**src/rtl/apb_ctrl_pkg.sv**
```systemverilog
// Shared types, slave map and address decode
// for the round-robin APB master.
package apb_ctrl_pkg;

  typedef enum logic [1:0] {
    IDLE,
    SETUP,
    ENABLE
  } apb_state_e;

  localparam int NSLV_MAP = 4;

  localparam logic [7:0] SLV_BASE [0:NSLV_MAP-1] =
    '{8'h80, 8'h81, 8'h82, 8'h83};

  function automatic logic [NSLV_MAP-1:0] apb_decode(
    input logic [31:0] addr
  );
    logic [NSLV_MAP-1:0] sel;
    sel = '0;
    for (int i = 0; i < NSLV_MAP; i++) begin
      if (addr[31:24] == SLV_BASE[i]) sel[i] = 1'b1;
    end
    return sel;
  endfunction

endpackage

```
**src/rtl/rr_arbiter.sv**
```systemverilog
// Round-robin arbiter: grant the first request at or
// after the pointer; the pointer moves past the winner.
module rr_arbiter #(
  parameter int N = 2,
  localparam int PW = (N > 1) ? $clog2(N) : 1
) (
  input  logic         clk_i,
  input  logic         rst_ni,
  input  logic [N-1:0] req_i,
  input  logic         adv_i,
  output logic [N-1:0] gnt_o
);

  logic [PW-1:0] ptr_q, ptr_d;
  logic [PW-1:0] idx;
  logic [PW-1:0] win;
  logic          found;

  always_comb begin
    gnt_o = '0;
    win   = '0;
    found = 1'b0;
    idx   = '0;
    for (int i = 0; i < N; i++) begin
      idx = PW'((int'(ptr_q) + i) % N);
      if (!found && req_i[idx]) begin
        gnt_o[idx] = 1'b1;
        win        = idx;
        found      = 1'b1;
      end
    end
    ptr_d = ptr_q;
    if (adv_i && found) begin
      ptr_d = (win == PW'(N - 1)) ? '0 : win + 1'b1;
    end
  end

  always_ff @(posedge clk_i or negedge rst_ni) begin
    if (!rst_ni) ptr_q <= '0;
    else         ptr_q <= ptr_d;
  end

endmodule

```
**src/rtl/apb_rr_master.sv**
```systemverilog
// APB master shared by NREQ requesters: arbitrate,
// run SETUP/ENABLE, return read data or decode error.
module apb_rr_master
  import apb_ctrl_pkg::*;
#(
  parameter int NREQ   = 2,
  parameter int ADDR_W = 32,
  parameter int DATA_W = 32,
  parameter int NSLV   = 4
) (
  input  logic                   clock,
  input  logic                   Hresetn,
  input  logic [NREQ-1:0]        req_valid,
  input  logic [NREQ-1:0]        req_write,
  input  logic [NREQ*ADDR_W-1:0] req_addr,
  input  logic [NREQ*DATA_W-1:0] req_wdata,
  output logic [NREQ-1:0]        req_ready,
  output logic [NREQ-1:0]        rsp_valid,
  output logic [DATA_W-1:0]      rsp_rdata,
  output logic                   rsp_err,
  output logic [ADDR_W-1:0]      Paddr,
  output logic                   Pwrite,
  output logic [DATA_W-1:0]      Pwdata,
  output logic [NSLV-1:0]        Pselx,
  output logic                   Penable,
  input  logic [DATA_W-1:0]      Prdata
);

  apb_state_e        state_q, state_d;
  logic [ADDR_W-1:0] paddr_q, paddr_d;
  logic              pwrite_q, pwrite_d;
  logic [DATA_W-1:0] pwdata_q, pwdata_d;
  logic [NSLV-1:0]   psel_q, psel_d;
  logic              penable_q, penable_d;
  logic [NREQ-1:0]   owner_q, owner_d;
  logic [NREQ-1:0]   rvalid_q, rvalid_d;
  logic [DATA_W-1:0] rdata_q, rdata_d;
  logic              rerr_q, rerr_d;

  logic [NREQ-1:0]   gnt;
  logic              can_acc;
  logic              accept;
  logic [ADDR_W-1:0] sel_addr;
  logic [DATA_W-1:0] sel_wdata;
  logic              sel_write;

  assign can_acc   = (state_q == IDLE) || (state_q == ENABLE);
  assign req_ready = gnt & {NREQ{can_acc & Hresetn}};
  assign accept    = |req_ready;

  rr_arbiter #(.N(NREQ)) u_arb (
    .clk_i  (clock),
    .rst_ni (Hresetn),
    .req_i  (req_valid),
    .adv_i  (accept),
    .gnt_o  (gnt)
  );

  always_comb begin
    sel_addr  = '0;
    sel_wdata = '0;
    sel_write = 1'b0;
    for (int i = 0; i < NREQ; i++) begin
      if (gnt[i]) begin
        sel_addr  = req_addr[i*ADDR_W +: ADDR_W];
        sel_wdata = req_wdata[i*DATA_W +: DATA_W];
        sel_write = req_write[i];
      end
    end
  end

  always_comb begin
    state_d   = state_q;
    paddr_d   = paddr_q;
    pwrite_d  = pwrite_q;
    pwdata_d  = pwdata_q;
    psel_d    = psel_q;
    penable_d = penable_q;
    owner_d   = owner_q;
    rvalid_d  = '0;
    rdata_d   = '0;
    rerr_d    = 1'b0;
    unique case (state_q)
      IDLE: begin
        psel_d    = '0;
        penable_d = 1'b0;
      end
      SETUP: begin
        state_d   = ENABLE;
        penable_d = 1'b1;
      end
      ENABLE: begin
        state_d   = IDLE;
        psel_d    = '0;
        penable_d = 1'b0;
        rvalid_d  = owner_q;
        rerr_d    = ~|psel_q;
        if (!pwrite_q && |psel_q) rdata_d = Prdata;
      end
      default: state_d = IDLE;
    endcase
    // A grant in ENABLE chains straight into the next SETUP
    if (accept) begin
      state_d   = SETUP;
      owner_d   = req_ready;
      paddr_d   = sel_addr;
      pwrite_d  = sel_write;
      psel_d    = NSLV'(apb_decode(32'(sel_addr)));
      penable_d = 1'b0;
      if (sel_write) pwdata_d = sel_wdata;
    end
  end

  always_ff @(posedge clock or negedge Hresetn) begin
    if (!Hresetn) begin
      state_q   <= IDLE;
      paddr_q   <= '0;
      pwrite_q  <= 1'b0;
      pwdata_q  <= '0;
      psel_q    <= '0;
      penable_q <= 1'b0;
      owner_q   <= '0;
      rvalid_q  <= '0;
      rdata_q   <= '0;
      rerr_q    <= 1'b0;
    end else begin
      state_q   <= state_d;
      paddr_q   <= paddr_d;
      pwrite_q  <= pwrite_d;
      pwdata_q  <= pwdata_d;
      psel_q    <= psel_d;
      penable_q <= penable_d;
      owner_q   <= owner_d;
      rvalid_q  <= rvalid_d;
      rdata_q   <= rdata_d;
      rerr_q    <= rerr_d;
    end
  end

  assign Paddr     = paddr_q;
  assign Pwrite    = pwrite_q;
  assign Pwdata    = pwdata_q;
  assign Pselx     = psel_q;
  assign Penable   = penable_q;
  assign rsp_valid = rvalid_q;
  assign rsp_rdata = rdata_q;
  assign rsp_err   = rerr_q;

endmodule
```
**config.mk**
```make
export PLATFORM = sky130hd
export DESIGN_NAME = apb_rr_master
export DESIGN_NICKNAME = d
export VERILOG_FILES = /design/src/rtl/apb_ctrl_pkg.sv /design/src/rtl/rr_arbiter.sv /design/src/rtl/apb_rr_master.sv
export SDC_FILE = /design/constraint.sdc
export NUM_CORES = 1
export LEC_CHECK = 0
export BUFFER_PORTS_ARGS = -buffer_cell sky130_fd_sc_hd__buf_2
export CAP_MARGIN = 20
export CORE_MARGIN = 2
export CORE_UTILIZATION = 44
export CTS_CLUSTER_DIAMETER = 120
export CTS_CLUSTER_SIZE = 16
export DETAILED_ROUTE_END_ITERATION = 7
export PLACE_DENSITY_LB_ADDON = 0.2
export SETUP_SLACK_MARGIN = 0.2
export SLEW_MARGIN = 20
export SYNTH_ARGS = -nofsm -noshare
export SYNTH_HDL_FRONTEND = slang
export SYNTH_SLANG_ARGS = --single-unit
```
**constraint.sdc**
```tcl
create_clock -name clock -period 2.2 [get_ports clock]
set_clock_uncertainty 0.05 [all_clocks]
set_input_delay 0.33 -clock clock [delete_from_list [all_inputs] [get_ports clock]]
set_output_delay 0.33 -clock clock [all_outputs]
set_load 0.03 [all_outputs]
```
; Word-level counts from Yosys, hierarchy flattened
; Index checks and enable logic that the tools add are counted.
[word_totals]
ff_bits = 110
latch_bits = 0
ramBits = 0
rom_bits = 0
output_inout_bits = 107
wordCells = 78
mem_count = 0
[classes]
n_addsub = 2
n_mul = 0
div = 0
n_lt_le_gt_ge = 4
n_eq_ne = 7
shift = 0
n_mux = 35
bitwise = 3
n_reduce_logical = 16
[ops]
columns = operator, n
row1 = 32-bit two-way mux, 6
row2 = "8-bit == test, second input constant", 4
row3 = 1-bit two-way mux, 19
row4 = 2-bit two-way mux, 4
row5 = 4-bit two-way mux, 2
row6 = 1-bit logical AND, 5
row7 = "1-bit by 2-bit less-than comparator with 1-bit output, second input constant", 2
row8 = 2-bit case mux with 2 select lines, 1
row9 = 2-bit OR reduction, 2
row10 = 4-bit OR reduction, 1
row11 = 1-bit logical NOT, 3
row12 = 3-bit nonzero test, 1
row13 = "1-bit adder, second input constant", 2
row14 = 2-bit AND, 1
row15 = 1-bit demux with 1-bit select, 2
row16 = "2-bit by 1-bit == test with 1-bit output, second input constant", 1
row17 = "2-bit == test, second input constant", 1
row18 = "1-bit greater-or-equal comparator, second input constant", 2
row19 = 2-bit logical NOT, 1
row20 = "2-bit by 1-bit != test with 1-bit output, second input constant", 1
row21 = 2-bit OR, 1
row22 = 1-bit case mux with 2 select lines, 1
row23 = 2-bit AND reduction, 1
row24 = 2-bit nonzero test, 1
row25 = 2 further kinds, 2

; Longest topological paths before layout
; Gate-level depths: netlist of run 1.
[depth]
word_depth = 12
ltp_mapped = 7
ltp_nobuf = 5

; Hierarchy
; A second synthesis of run 1 with hierarchy kept.
[hier_totals]
hier_cells = 423
hier_area_um2 = 4899.7
[by_module_without_submodules]
columns = mod, instances, cells_per_inst, area_per_inst_um2, seq_area_each_um2
row1 = apb_rr_master, 1, 417, 4844.6, 2727.6
row2 = rr_arbiter, 1, 6, 55.1, 25.0

; Worst setup path before layout of run 1
; No wires, ideal clock.
[synth_timing]
path_type = flip-flop to flip-flop
start = register state_q[0]
end = register pwdata_q[0] (netlist: Pwdata[0])
arrival_time_ns = 1.524
setup_slack_ns = 0.502
stages_incl_launch_ff = 7
n_path_buf = 2
cell_sequence = dfrtp_1 -> buf_2 -> nor2b_2 -> o21ai_2 -> nor2_4 -> buf_4 -> mux2_2
[synth_between]
elab_chain_cells = 6
word_cells_on_any_way = 7
classes_between = eq/ne: 1 / bitwise: 2 / reduce/logical: 4
[synth_lines]
columns = item, line_no
row1 = "start, declared", apb_rr_master.sv:29  ; apb_state_e state_q, state_d;
row2 = "start signal, assigned", apb_rr_master.sv:127  ; state_q <= state_d;
row3 = 2-bit == test or 2-bit logical NOT (tied branches), apb_rr_master.sv:47  ; assign can_acc = (state_q == IDLE) || (state_q == ENABLE);
row4 = 1-bit logical OR (*), apb_rr_master.sv:47
row5 = 1-bit AND (*), apb_rr_master.sv:48  ; assign req_ready = gnt & {NREQ{can_acc & Hresetn}};
row6 = 2-bit AND (*), apb_rr_master.sv:48
row7 = 2-bit OR reduction (*), apb_rr_master.sv:49  ; assign accept = |req_ready;
row8 = 2-bit AND reduction (no source line) (*), -
row9 = "end signal, assigned", apb_rr_master.sv:130  ; pwdata_q <= pwdata_d;
row10 = "end, declared", apb_rr_master.sv:32  ; logic [DATA_W-1:0] pwdata_q, pwdata_d;
; Mark *: on every way between the ends. The rest lies on a longest branch, timed or not.
; A chain may end at the register's enable or synchronous reset.

; Final worst setup path of run 1
[layout_timing]
start = register state_q[0]
end = output req_ready[0]
[layout_between]
elab_chain_cells = 4
word_cells_on_any_way = 5
classes_between = eq/ne: 1 / bitwise: 2 / reduce/logical: 2
[layout_lines]
columns = item, line_no
row1 = 2-bit == test or 2-bit logical NOT (tied branches), apb_rr_master.sv:47
row2 = 1-bit logical OR (*), apb_rr_master.sv:47
row3 = 1-bit AND (*), apb_rr_master.sv:48
row4 = 2-bit AND (*), apb_rr_master.sv:48
row5 = "end, declared", apb_rr_master.sv:17  ; output logic [NREQ-1:0] req_ready,
; Marked as above.

==> results by stage, run 1 <==
Outcome:
- The flow ran to the end, and the final reports show no timing, DRC or antenna violations.

Global route:
- The overall track demand over capacity in global routing is about 21%.
- The first global-routing pass estimated between 15000 and 20000 um of wire.
- The largest net degree at the start of global routing is 66.
- The number of antenna violations at the first check in global routing is 0.
- For this run the aggregate overflow at the end of global routing stands at 0.
- The number of global-route vias before repair came to between 3000 and 4000.

Synthesis:
- The post-synthesis sequential element count is between 100 and 150.
- The fraction of the mapped netlist area in compound gates is roughly 19%.
- The net count after synthesis is around 550.
- After Yosys synthesis, full adders, half adders and majority gates account for 0% of the synthesized area.
- Counting flops with a built-in enable in the synthesized netlist gives 0.
- The share of the synthesized area in the top cell type is between 50% and 60%.
- The cell area after synthesis is 4630 um^2.
- The cell type with the largest total area after synthesis is dfrtp_1.
- The fraction of the mapped netlist area in simple logic gates is between 10% and 20%.
- By area the synthesized netlist is led by dfrtp_1, mux2_2, a22o_1, a22oi_1, and2_1.
- Of the total synthesized cell area, the portion taken by XOR and XNOR cells is 0%.
- The number of distinct library cell variants in the gate-level netlist after synthesis is 40.
- The largest family of logic cells by synthesized area is compound AO/OA/AOI/OAI gates.
- Of the post-synthesis cell area, the part taken by muxes is around 8%.
- After synthesis, flip-flops and latches occupy between 50% and 60% of the total area.
- The synthesized instance count is 381.
- During synthesis, Yosys emitted a total of 0 warnings.
- The primary flip-flop cell chosen by synthesis mapping is dfrtp_1.
- The synthesized area per cell is between 10 and 15 um^2.
- The fraction of registers with async set or reset after synthesis is between 90% and 100%.

Flow run:
- The max-cap violation count is 0.

Clocking:
- The clock tree from TritonCTS is done.
- The number of clock sinks is 110.
- Clock tree synthesis inserted a total of 9 buffers.
- The cell at the root of the clock tree is clkbuf_8.
- The later-pin clock latency in the skew report is between 0.3 and 0.4 ns.
- Clock-pin slew was measured on the worst setup and hold paths at roughly 0.1 ns.
- The H-tree was split into 3 levels.
- In this run the deepest clock path goes through 2 buffers.

Floorplan:
- The I/O pin count is 273.
- Once the floorplan was initialized, standard cells occupied between 40 and 50% of the core.
- The floorplan step defined a core boundary enclosing about 10000 um^2.
- The floorplan die area is roughly 11000 um^2.
- The floorplan die width is 107 um.
- In this run the vertical extent of the chip is approximately 110 um.
- In this run the core area contains 37 standard-cell rows.

Critical path:
- Data on the critical path arrives at its endpoint at roughly 1.5 ns.
- STA classifies the critical path endpoint as an output pin.
- Data on the critical path is required at its endpoint by between 1.5 and 2 ns.
- Of all nets on the critical path, the largest fanout is 8.
- The startpoint class of the critical path is a flip-flop.
- The category of the most critical setup path is flip-flop to output pin.

Cells and area:
- The filler cell count in the final layout is just under 900.
- Leaving out fill and tap cells, the most frequent cell in the layout is buf_2.
- The layout-stage area growth over the synthesis result is 37.5%.
- The number of antenna diodes is 0.
- Leaving out fill and tap cells, the most frequent cells in the layout are buf_2, dfrtp_1, nand2_1.
- The share of final-layout standard cells stronger than drive strength 1 is 52.6%.
- The net count of the finished layout is between 800 and 900.

Placed design:
- The number of port buffers is between 200 and 300.
- The half-perimeter wire length after placement is 9190 um.
- Prior to clock tree synthesis, the placed netlist has a worst setup slack of between 0.2 and 0.25 ns.
- Routability-driven placement finished with a final weighted congestion of about 0.83.

Pwr:
- The worst-case IR drop observed on VDD is between 0.4 and 0.5 mV.
- In this run the power density over the cells is roughly 900 nW/um^2.
- Summed over all cells, the static leakage comes to 3.46 nW.
- The post-route total power is roughly 0.006 W.

STA:
- Setup repair after global routing left no endpoint under its margin.
- The minimum clock period after layout is ~1.9 ns.
- The number of failing setup endpoints in the final timing report is 0.
- After routing, the total negative slack on setup checks comes to 0 ns.
- The final number of max-transition violations was 0.
- At the pin with the least slew margin, the transition time is around 0.77 ns.
- The worst path meets setup with roughly 0.33 ns of slack.
- The worst max-slew margin expressed relative to the limit is between 40% and 50%.
- The final critical path takes up approximately 85% of the cycle.
- Derived from the worst setup path, the maximum achievable clock frequency is around 0.54 GHz.
- The number of endpoints with negative hold slack in the final report is 0.

Routing:
- The detailed-routing iteration count for the pre-antenna-repair pass is 4.
- The average detailed-routed wire length per instance is around 16 um.
- The total number of vias is 3964.
- The count of nets left with antenna violations once routing finished came out at 0.
- For this run, design rule violations remaining after detail routing come to 0.
- The routed wire length is 12300 um.
- Using the TritonRoute via totals, the vias-per-cell ratio works out to a little over 5.
- The count of routing violations after the opening detailed-route iteration is 216.

Worst hold path:
- The worst hold path class is input pin to asynchronous set/reset pin.
==> power by group <==
group | internal, W | switching [W]
logic | 0.000711 | 0.00129
registers | 0.00237 | 0.000177
clock network | 0.000668 | 0.000658
total | 0.00375 | 0.00212
==> sequential cells by signal, summed over array words and instances, names as in the netlist, named ones only <==
register and flops:
Paddr 32, rsp_err 1, Penable 1, state_q 2, Pwrite 1, rsp_rdata 32, Pwdata 32, rsp_valid 2
owner_q 2, Pselx 4
==> stage by stage <==
| stage | instances | hold slack, ns | utilization [%] | instance area [um^2] |
|---|---|---|---|---|
| 6_report | 786 | 0.0443 | 61.9 | 6360 |
| 5_1_grt | 786 | 0.0964 | 61.9 | 6360 |
| 4_1_cts | 786 | 0.0662 | 61.8 | 6350 |
| 3_5_place_dp | 771 | 0.409 | 59.6 | 6130 |
| 3_3_place_gp | 771 | 0.408 | 59.6 | 6120 |
| 2_1_floorplan | 381 | -0.0156 | - | 4630 |
==> cell families after synthesis <==
logic type             Yosys count
AO/OA/AOI/OAI                  113
multiplexers                    32
flip-flops                     110
buffers and inverters           34
AND/OR/NAND/NOR                 92
==> metal layers <==
layer / up-vias / share of wire, % / global-route usage, %
li1: 1887 / - / -
met1: 1851 / 40 / 26.7
met2: 203 / 49 / 35.4
met3: 23 / 9.1 / 5.82
met4: 0 / 2.6 / 9.09
met5: - / 0 / 0
==> worst max-delay path: stages (launching register included) <==
cell and delay, ns:
dfrtp_1 0.38, buf_4 0.16, nand2b_1 0.18, nor2_1 0.16, buf_2 0.24
==> cells in the mapped netlist (2+ instances only) <==
| cell | instances |
|---|---|
| dfrtp_1 | 110 |
| nand2_1 | 43 |
| a22o_1 | 32 |
| and2_1 | 32 |
| mux2_2 | 32 |
| o21ai_1 | 30 |
| a22oi_1 | 28 |
| buf_2 | 12 |
| clkbuf_1 | 9 |
| buf_6 | 5 |
| inv_1 | 4 |
| nor2_1 | 4 |
| buf_4 | 3 |
| nand2b_1 | 3 |
| nor2b_1 | 3 |
| o31ai_1 | 3 |
| a32o_1 | 2 |
| a32oi_1 | 2 |
| nor3_1 | 2 |
| o22ai_1 | 2 |
==> worst paths after layout <==
check,end,from,depth (start not counted),slack [ns]
setup / recovery,req_ready[0],state_q[0],4,0.33
min in group clock,rsp_rdata[28],Prdata[28],2,0.11
setup reg to reg,Pselx[3],flip-flop,5,0.42
hold / removal,asynchronous set/reset pin,Hresetn,2,0.04
hold reg to reg,state_q[1],state_q[1],1,0.42
max in group asynchronous,Pwdata[6],Hresetn,2,1.54
==> final cells by class <==
type	count	area (um^2)	area share, %
Sequential cell	110	2750	43.3
Multi-Input combinational cell	237	1710	26.9
Timing Repair Buffer	284	1490	23.5
Tap cell	136	170	2.68
Clock buffer	10	138	2.16
Clock inverter	5	83.8	1.32
Inverter	4	15.0	0.236
==> repair_timing <==
| item | in CTS | in global routing |
|---|---|---|
| hold buffers | 0 | 0 |
| gates resized for setup | 1 | 2 |
| endpoints found under the hold margin | 0 | 0 |
| setup buffers | 0 | 0 |
| endpoints found under the setup margin | 2 | 2 |
| gates cloned | 0 | 0 |
Note: power is estimated with default switching activity, not from simulation.
==> run 2: changes to the inputs <==
==> constraint.sdc (replaced) <==
create_clock -name clock -period 1.75 [get_ports clock]
set_clock_uncertainty 0.05 [all_clocks]
set_input_delay 0.2625 -clock clock [delete_from_list [all_inputs] [get_ports clock]]
set_output_delay 0.2625 -clock clock [all_outputs]
set_load 0.03 [all_outputs]
==> run 2 against run 1 <==
Compared with the run above: the flow now finishes with violations (negative hold slack); sequential power up 26%; critical path depth up 2; combinational power up 32%; via count up 2.3%; sequential cell count unchanged; die area unchanged; clock power about the same; register-to-register slack worse by 0.34 ns; critical path type is now flip-flop to flip-flop; largest power group unchanged; highest routed layer unchanged.
==> results by stage, run 2 (synthesis results as in run 1) <==
Critical path:
- The setup path with the least slack is of type flip-flop to flip-flop.
- Data on the critical path arrives at its endpoint at 1.86 ns.
- The worst setup path is launched from a flip-flop.
- For the worst setup path, the data required time is approximately 1.9 ns.
- The maximum fanout count along the critical path is 33.
- The number of cell instances on the worst register-to-register path is 6.
- STA classifies the critical path endpoint as a flip-flop.

Global route:
- The met1 demand-to-capacity share in global routing is a little over a quarter.
- The number of antenna violations at the first check in global routing is 0.
- Global routing used between 30% and 40% of the available met2 tracks.
- The first global-routing pass estimated 20000 um of wire.
- The number of global-route vias before repair is 4089.
- Entering global routing, the biggest net connects 111 pins.
- The total overflow left after global routing is 0.
- The most used routing layer is met2.
- Global routing used under 10% of the available met3 tracks.
- Global routing used a little under a quarter of the available tracks.

Placed design:
- During placement, the flow inserted port buffers numbering around 270.
- The half-perimeter wire length after placement is between 9000 and 10000 um.
- The placed instances occupy a cell area of just over 6000 um^2.
- The congestion estimate from routability-driven global placement came to a little over 0.8.

Cells and area:
- With fillers left out, the area of the finished cells amounts to 6660 um^2.
- The final layout contains around 830 nets.
- Leaving out fill and tap cells, the most frequent cell in the layout is buf_2.
- The area growth from synthesis to layout is 44.0%.
- The filler cell count in the final layout is slightly below 900.
- The share of final-layout standard cells stronger than drive strength 1 is 57.1%.
- The share of the core filled with cells is roughly two thirds.
- In the layout the commonest cells are buf_2, dfrtp_1, nand2_1, a22o_1, mux2_2.
- The number of antenna diodes is 0.
- Summing all flip-flop and latch instances after layout gives about 2800 um^2.
- Summing all multi-input logic gate instances after layout gives 1820 um^2.

Outcome:
- The checks that failed: negative hold slack.
- The flow ran to the end, but the final reports show violations.

Worst hold path:
- The worst hold path class is input pin to asynchronous set/reset pin.

Floorplan:
- The initialized floorplan defines 37 standard-cell rows.
- After floorplanning, the core was sized to cover 10300 um^2.
- The effective utilization at floorplan is a little under half.
- The floorplan step defined a die boundary enclosing 11300 um^2.
- The floorplan die width is 107 um.
- The die is 107 um tall.
- For this design the top-level I/O count stands at 273.

Routing:
- The pre-antenna-repair detailed-routing pass consisted of 5 iterations.
- Once detail routing completed, the nets flagged for antenna violations numbered 0.
- The routed design has roughly 13000 um of wire.
- The number of remaining DRC errors is 0.
- In the routed layout, each cell is associated on average with a via count of 5.04.
- The count of routing violations after the opening detailed-route iteration is about 170.
- Across all layers, the routed design uses 4057 vias.
- Dividing the detail-routed wire length by the instance count gives approximately 16 um.

STA:
- The maximum clock rate is 0.600 GHz.
- The number of endpoints with negative hold slack in the final report is 22.
- The number of failing setup endpoints in the final timing report is 0.
- The smallest clock period supported by the final layout is computed as roughly 1.7 ns.
- The setup TNS after final layout is 0 ns.
- The slew of the pin with the lowest slew margin is 0.569 ns.
- The final number of max-transition violations is 0.
- In this run the tightest slew margin relative to its limit is between 60% and 70%.
- Of the available clock period, the critical path in the final layout requires 95.3%.
- Setup repair after global routing could not meet its margin everywhere.
- The worst slack on hold paths is -0.00442 ns.

Flow run:
- The tool flagged a number of max-cap violations equal to 0.

Clocking:
- The maximum buffer depth of the clock tree is 2.
- The later pin in the worst-skew pair is clocked with a latency of 0.35 ns.
- The post-cts hold buffer count is 0.
- The number of H-tree branching levels is 3.
- The clock edge transition at the registers on the reported setup and hold paths is about 0.090 ns.
- The tree built by TritonCTS fans out to 110 sinks.
- The cell at the root of the clock tree is clkbuf_8.
- Clock tree synthesis inserted a total of 9 buffers.
- TritonCTS built the clock tree.

Pwr:
- The largest vdd supply drop is about 0.6 mV.
- In this run the static leakage power is around 3.6 nW.
- The power density normalized to cell area is between 1000 and 1500 nW/um^2.
## run 2: layer usage
metal / share of wire (%) / routed length [um]
met5: 0 / 0
met4: 2.2 / 293
met3: 8.6 / 1130
met2: 51 / 6670
met1: 38 / 5020
## run 2: layout make-up
| cell class | instances | area share, % |
|---|---|---|
| Timing Repair Buffer | 304 | 26.3 |
| Sequential cell | 110 | 41.3 |
| Tap cell | 136 | 2.55 |
| Inverter | 4 | 0.225 |
| Clock buffer | 12 | 2.18 |
| Clock inverter | 2 | 0.150 |
| Multi-Input combinational cell | 237 | 27.2 |
## run 2: final timing paths
check                           slack (ns)             to
worst min register to register        0.44       Paddr[5]
worst min-delay path                -0.004     state_q[0]
max in group asynchronous             1.23      Paddr[26]
worst max-delay path                  0.08     Pwdata[18]
min in group clock                    0.05  rsp_rdata[29]
worst max register to register        0.08     Pwdata[18]
## run 2: stage by stage
step | setup slack, ns | std cells | power, W
after floorplan | 0.121 | 381 | 0.00488
final | 0.0827 | 805 | 0.00715
after global placement | 0.115 | 774 | 0.00575
after global routing | 0.0237 | 805 | 0.00756
after detailed placement | 0.0713 | 774 | 0.00582
after CTS | 0.0765 | 799 | 0.00720
## run 2: power breakdown
part / leakage, nW / switching [W] / internal, W / total [W]
sequential: 1.43 / 0.000222 / 0.00298 / 0.00321
combinational: 2.11 / 0.00166 / 0.000978 / 0.00264
clock: 0.0821 / 0.000771 / 0.000539 / 0.00131
total: 3.62 / 0.00265 / 0.00450 / 0.00715
## run 2: worst max-delay path, cell delays in order, from the launching register on
cell      delay, ns
dfrtp_1        0.39
buf_6          0.13
a21boi_4       0.18
a32oi_2        0.09
nor2_4         0.12
buf_12         0.21
mux2_2         0.36
## run 2: repair_timing
action / in CTS / in global routing
pin swaps: 2 / 22
gates cloned: 0 / 2
buffers inserted: 11 / 4
endpoints found under the setup margin: 38 / 95
gates resized for setup: 11 / 28
==> run 3: changes to the inputs <==
--- a/config.mk
+++ b/config.mk
@@ -8,7 +8,7 @@
 export BUFFER_PORTS_ARGS = -buffer_cell sky130_fd_sc_hd__buf_2
 export CAP_MARGIN = 20
 export CORE_MARGIN = 2
-export CORE_UTILIZATION = 44
+export CORE_UTILIZATION = 39
 export CTS_CLUSTER_DIAMETER = 120
 export CTS_CLUSTER_SIZE = 16
 export DETAILED_ROUTE_END_ITERATION = 7
==> constraint.sdc (replaced) <==
create_clock -name clock -period 1.46 [get_ports clock]
set_clock_uncertainty 0.05 [all_clocks]
set_input_delay 0.219 -clock clock [delete_from_list [all_inputs] [get_ports clock]]
set_output_delay 0.219 -clock clock [all_outputs]
set_load 0.03 [all_outputs]
==> run 3 against run 2 <==
Compared with the run above: highest routed layer unchanged; first-iteration DRC count grew 39%; register-to-register slack lost 0.34 ns; sequential cell count unchanged; largest cell class unchanged; utilization is 0.29 points lower; global-route usage is 0.37 points lower; the flow finishes with violations (design-rule violations, negative setup slack); final cell count grew 5.0%; die area rose by 12%.
==> results by stage, run 3 (synthesis results as in run 1) <==
Pwr:
- VDD sags by at most 0.830 mV.
- The post-route total power is 0.0100 W.
- For this design the ratio of total power to cell area is approximately 1300 nW/um^2.
- In this run the static leakage power is 3.92 nW.

Worst hold path:
- The worst hold path belongs to the class input pin to asynchronous set/reset pin.

Clocking:
- TritonCTS built the clock tree.
- The cell at the root of the clock tree is clkbuf_16.
- The post-cts hold buffer count is 0.
- The tree built by TritonCTS fans out to 110 sinks.
- Clock-pin slew was measured on the worst setup and hold paths at ~0.070 ns.
- The later-pin clock latency in the skew report is 0.35 ns.
- Buffers inserted during clock tree synthesis total 9.
- The maximum buffer depth of the clock tree is 2.
- The number of H-tree branching levels is 3.

Placed design:
- At the end of routability-driven placement, the weighted congestion stood at about 0.81.
- The count of placed standard cells including taps is a little over 800.
- The pre-CTS worst setup slack is -0.165 ns.
- The half-perimeter wire length after placement is 10100 um.
- Buffers placed on the I/O ports in this run total 272.

Global route:
- The wire length of the first global-routing pass is between 20000 and 25000 um.
- The largest net degree at the start of global routing is roughly 110.
- The number of global-route vias before repair is roughly 4500.
- Global routing finished with a remaining overflow of 0.
- The overall track demand over capacity in global routing is roughly 22%.
- The number of antenna violations at the first check in global routing is 1.

STA:
- The maximum clock rate is 0.582 GHz.
- The number of endpoints with negative hold slack in the final report is 0.
- Headroom to the max-slew limit came out at between 60% and 70%.
- At the pin with the least slew margin, the transition time is between 0.5 and 0.6 ns.
- The post-route clock period utilization is 118%.
- The final setup slack of the worst path is -0.258 ns.
- Hold timing on the final database bottoms out at a slack of 0.0376 ns.
- The number of failing setup endpoints in the final timing report is 62.
- Adding up every negative setup slack in the final design gives -10.10 ns.
- The minimum clock period after layout is approximately 1.7 ns.
- Setup repair after global routing could not meet its margin everywhere.
- The final number of max-transition violations is 0.

Cells and area:
- At the end of the flow, the number of nets in the layout was between 800 and 900.
- Compared with the post-synthesis result, the final layout area differs by 60.7%.
- The number of standard cells in the final layout excluding fillers is roughly 850.
- The library cells used most frequently in the layout, excluding fill and tap cells, are buf_2, dfrtp_1, nand2_1, and2_4.
- The share of final-layout standard cells stronger than drive strength 1 is between 60% and 70%.
- The filler cells instantiated in the layout total 940.
- The library cell used most frequently in the layout, excluding fill and tap cells, is buf_2.

Outcome:
- The flow ran to the end, but the final reports show violations.
- The checks that failed: design-rule violations, negative setup slack.

Floorplan:
- The floorplan die width is 113 um.
- The floorplan step defined a die boundary enclosing roughly 13000 um^2.
- The area of the core is between 10000 and 15000 um^2.
- For this configuration, the core starts out at a cell density of 40.2%.
- In this run the vertical extent of the chip is approximately 110 um.
- The floorplan row count is 39.
- In this run the count of I/O pins placed on the die edge is ~270.

Routing:
- The post-route antenna net violation count is 0.
- The routed wire length is 14400 um.
- Dividing the detail-routed via count by the number of cells gives ~5.1.
- For this run, design rule violations remaining after detail routing come to 18.
- The count of routing violations after the opening detailed-route iteration is about 240.
- The total number of vias is approximately 4300.
- The average detailed-routed wire length per instance is around 17 um.
- The first detailed-routing pass ran for 8 iterations.

Critical path:
- The kind of capture point of the worst setup path is a flip-flop.
- Data on the critical path arrives at its endpoint at 1.90 ns.
- Data on the critical path is required at its endpoint by approximately 1.7 ns.
- The startpoint class of the critical path is a flip-flop.
- By startpoint and endpoint, the worst setup path is classified as flip-flop to flip-flop.
- The maximum fanout count along the critical path is 7.

Flow run:
- The max-cap violation count is 0.
-- run 3: changes by cell type in the layout (fill, tap and decap cells not counted), moves of 3 or more --
cell	previous run	this run
buf_4	20	32
clkbuf_16	2	11
and2_1	16	0
buf_2	269	264
dfrtp_1	110	106
a22oi_2	0	21
clkbuf_8	10	0
buf_12	7	14
and2_4	17	33
buf_8	0	3
buf_6	6	17
a22oi_1	28	7
dfrtp_2	0	4
-- run 3: routing by layer --
| layer | global-route usage [%] | wire, um |
|---|---|---|
| met1 | 24.3 | 5380 |
| met2 | 39.2 | 7300 |
| met3 | 6.91 | 1250 |
| met4 | 11.2 | 467 |
| met5 | 0 | 0 |
-- run 3: final timing paths --
| kind | cells past startpoint | slack [ns] | start | end |
|---|---|---|---|---|
| max | 7 | -0.26 | flip-flop | Pwdata[9] |
| min | 3 | 0.04 | Hresetn | asynchronous set/reset pin |
| max reg2reg | 7 | -0.26 | flip-flop | Pwdata[9] |
| min reg2reg | 2 | 0.42 | Paddr[31] | Paddr[31] |
| max in group asynchronous | 3 | 0.87 | Hresetn | Pwrite |
| min in group clock | 2 | 0.04 | Prdata[31] | rsp_rdata[31] |
-- run 3: final cells by class --
cell class,instances,area (um^2),share of cell area [%]
repair buffers,334,2180,29.4
inverters,4,15.0,0.202
clock inverters,6,86.3,1.16
multi-input cells,237,1980,26.6
flip-flops and latches,110,2760,37.1
diodes,1,2.50,0.0337
well taps,143,179,2.41
clock buffers,10,229,3.08
-- run 3: worst max-delay path: stages (launching register included) --
cell,delay [ns]
dfrtp_1,0.41
nand2b_4,0.17
buf_6,0.12
a32oi_4,0.23
nor2_4,0.05
buf_12,0.14
clkbuf_16,0.16
mux2_2,0.27
-- run 3: through the flow --
| step | util [%] | instance area (um^2) |
|---|---|---|
| 3_3_place_gp | 55.8 | 6420 |
| 5_1_grt | 64.5 | 7430 |
| 4_1_cts | 63.0 | 7260 |
| 3_5_place_dp | 55.8 | 6420 |
| 6_report | 64.5 | 7430 |
| 2_1_floorplan | - | 4730 |
-- run 3: what timing repair did --
action,in CTS,in global routing
resized for setup,99,16
endpoints found under the setup margin,108,109
setup buffers,15,3
pin swaps,17,9
cloned,2,3
-- run 3: report_power, final --
| group | total [W] | internal [W] | switching [W] | leakage, nW |
|---|---|---|---|---|
| combinational | 0.00354 | 0.00144 | 0.00209 | 2.34 |
| clock | 0.00261 | 0.00150 | 0.00111 | 0.152 |
| sequential | 0.00386 | 0.00358 | 0.000274 | 1.42 |
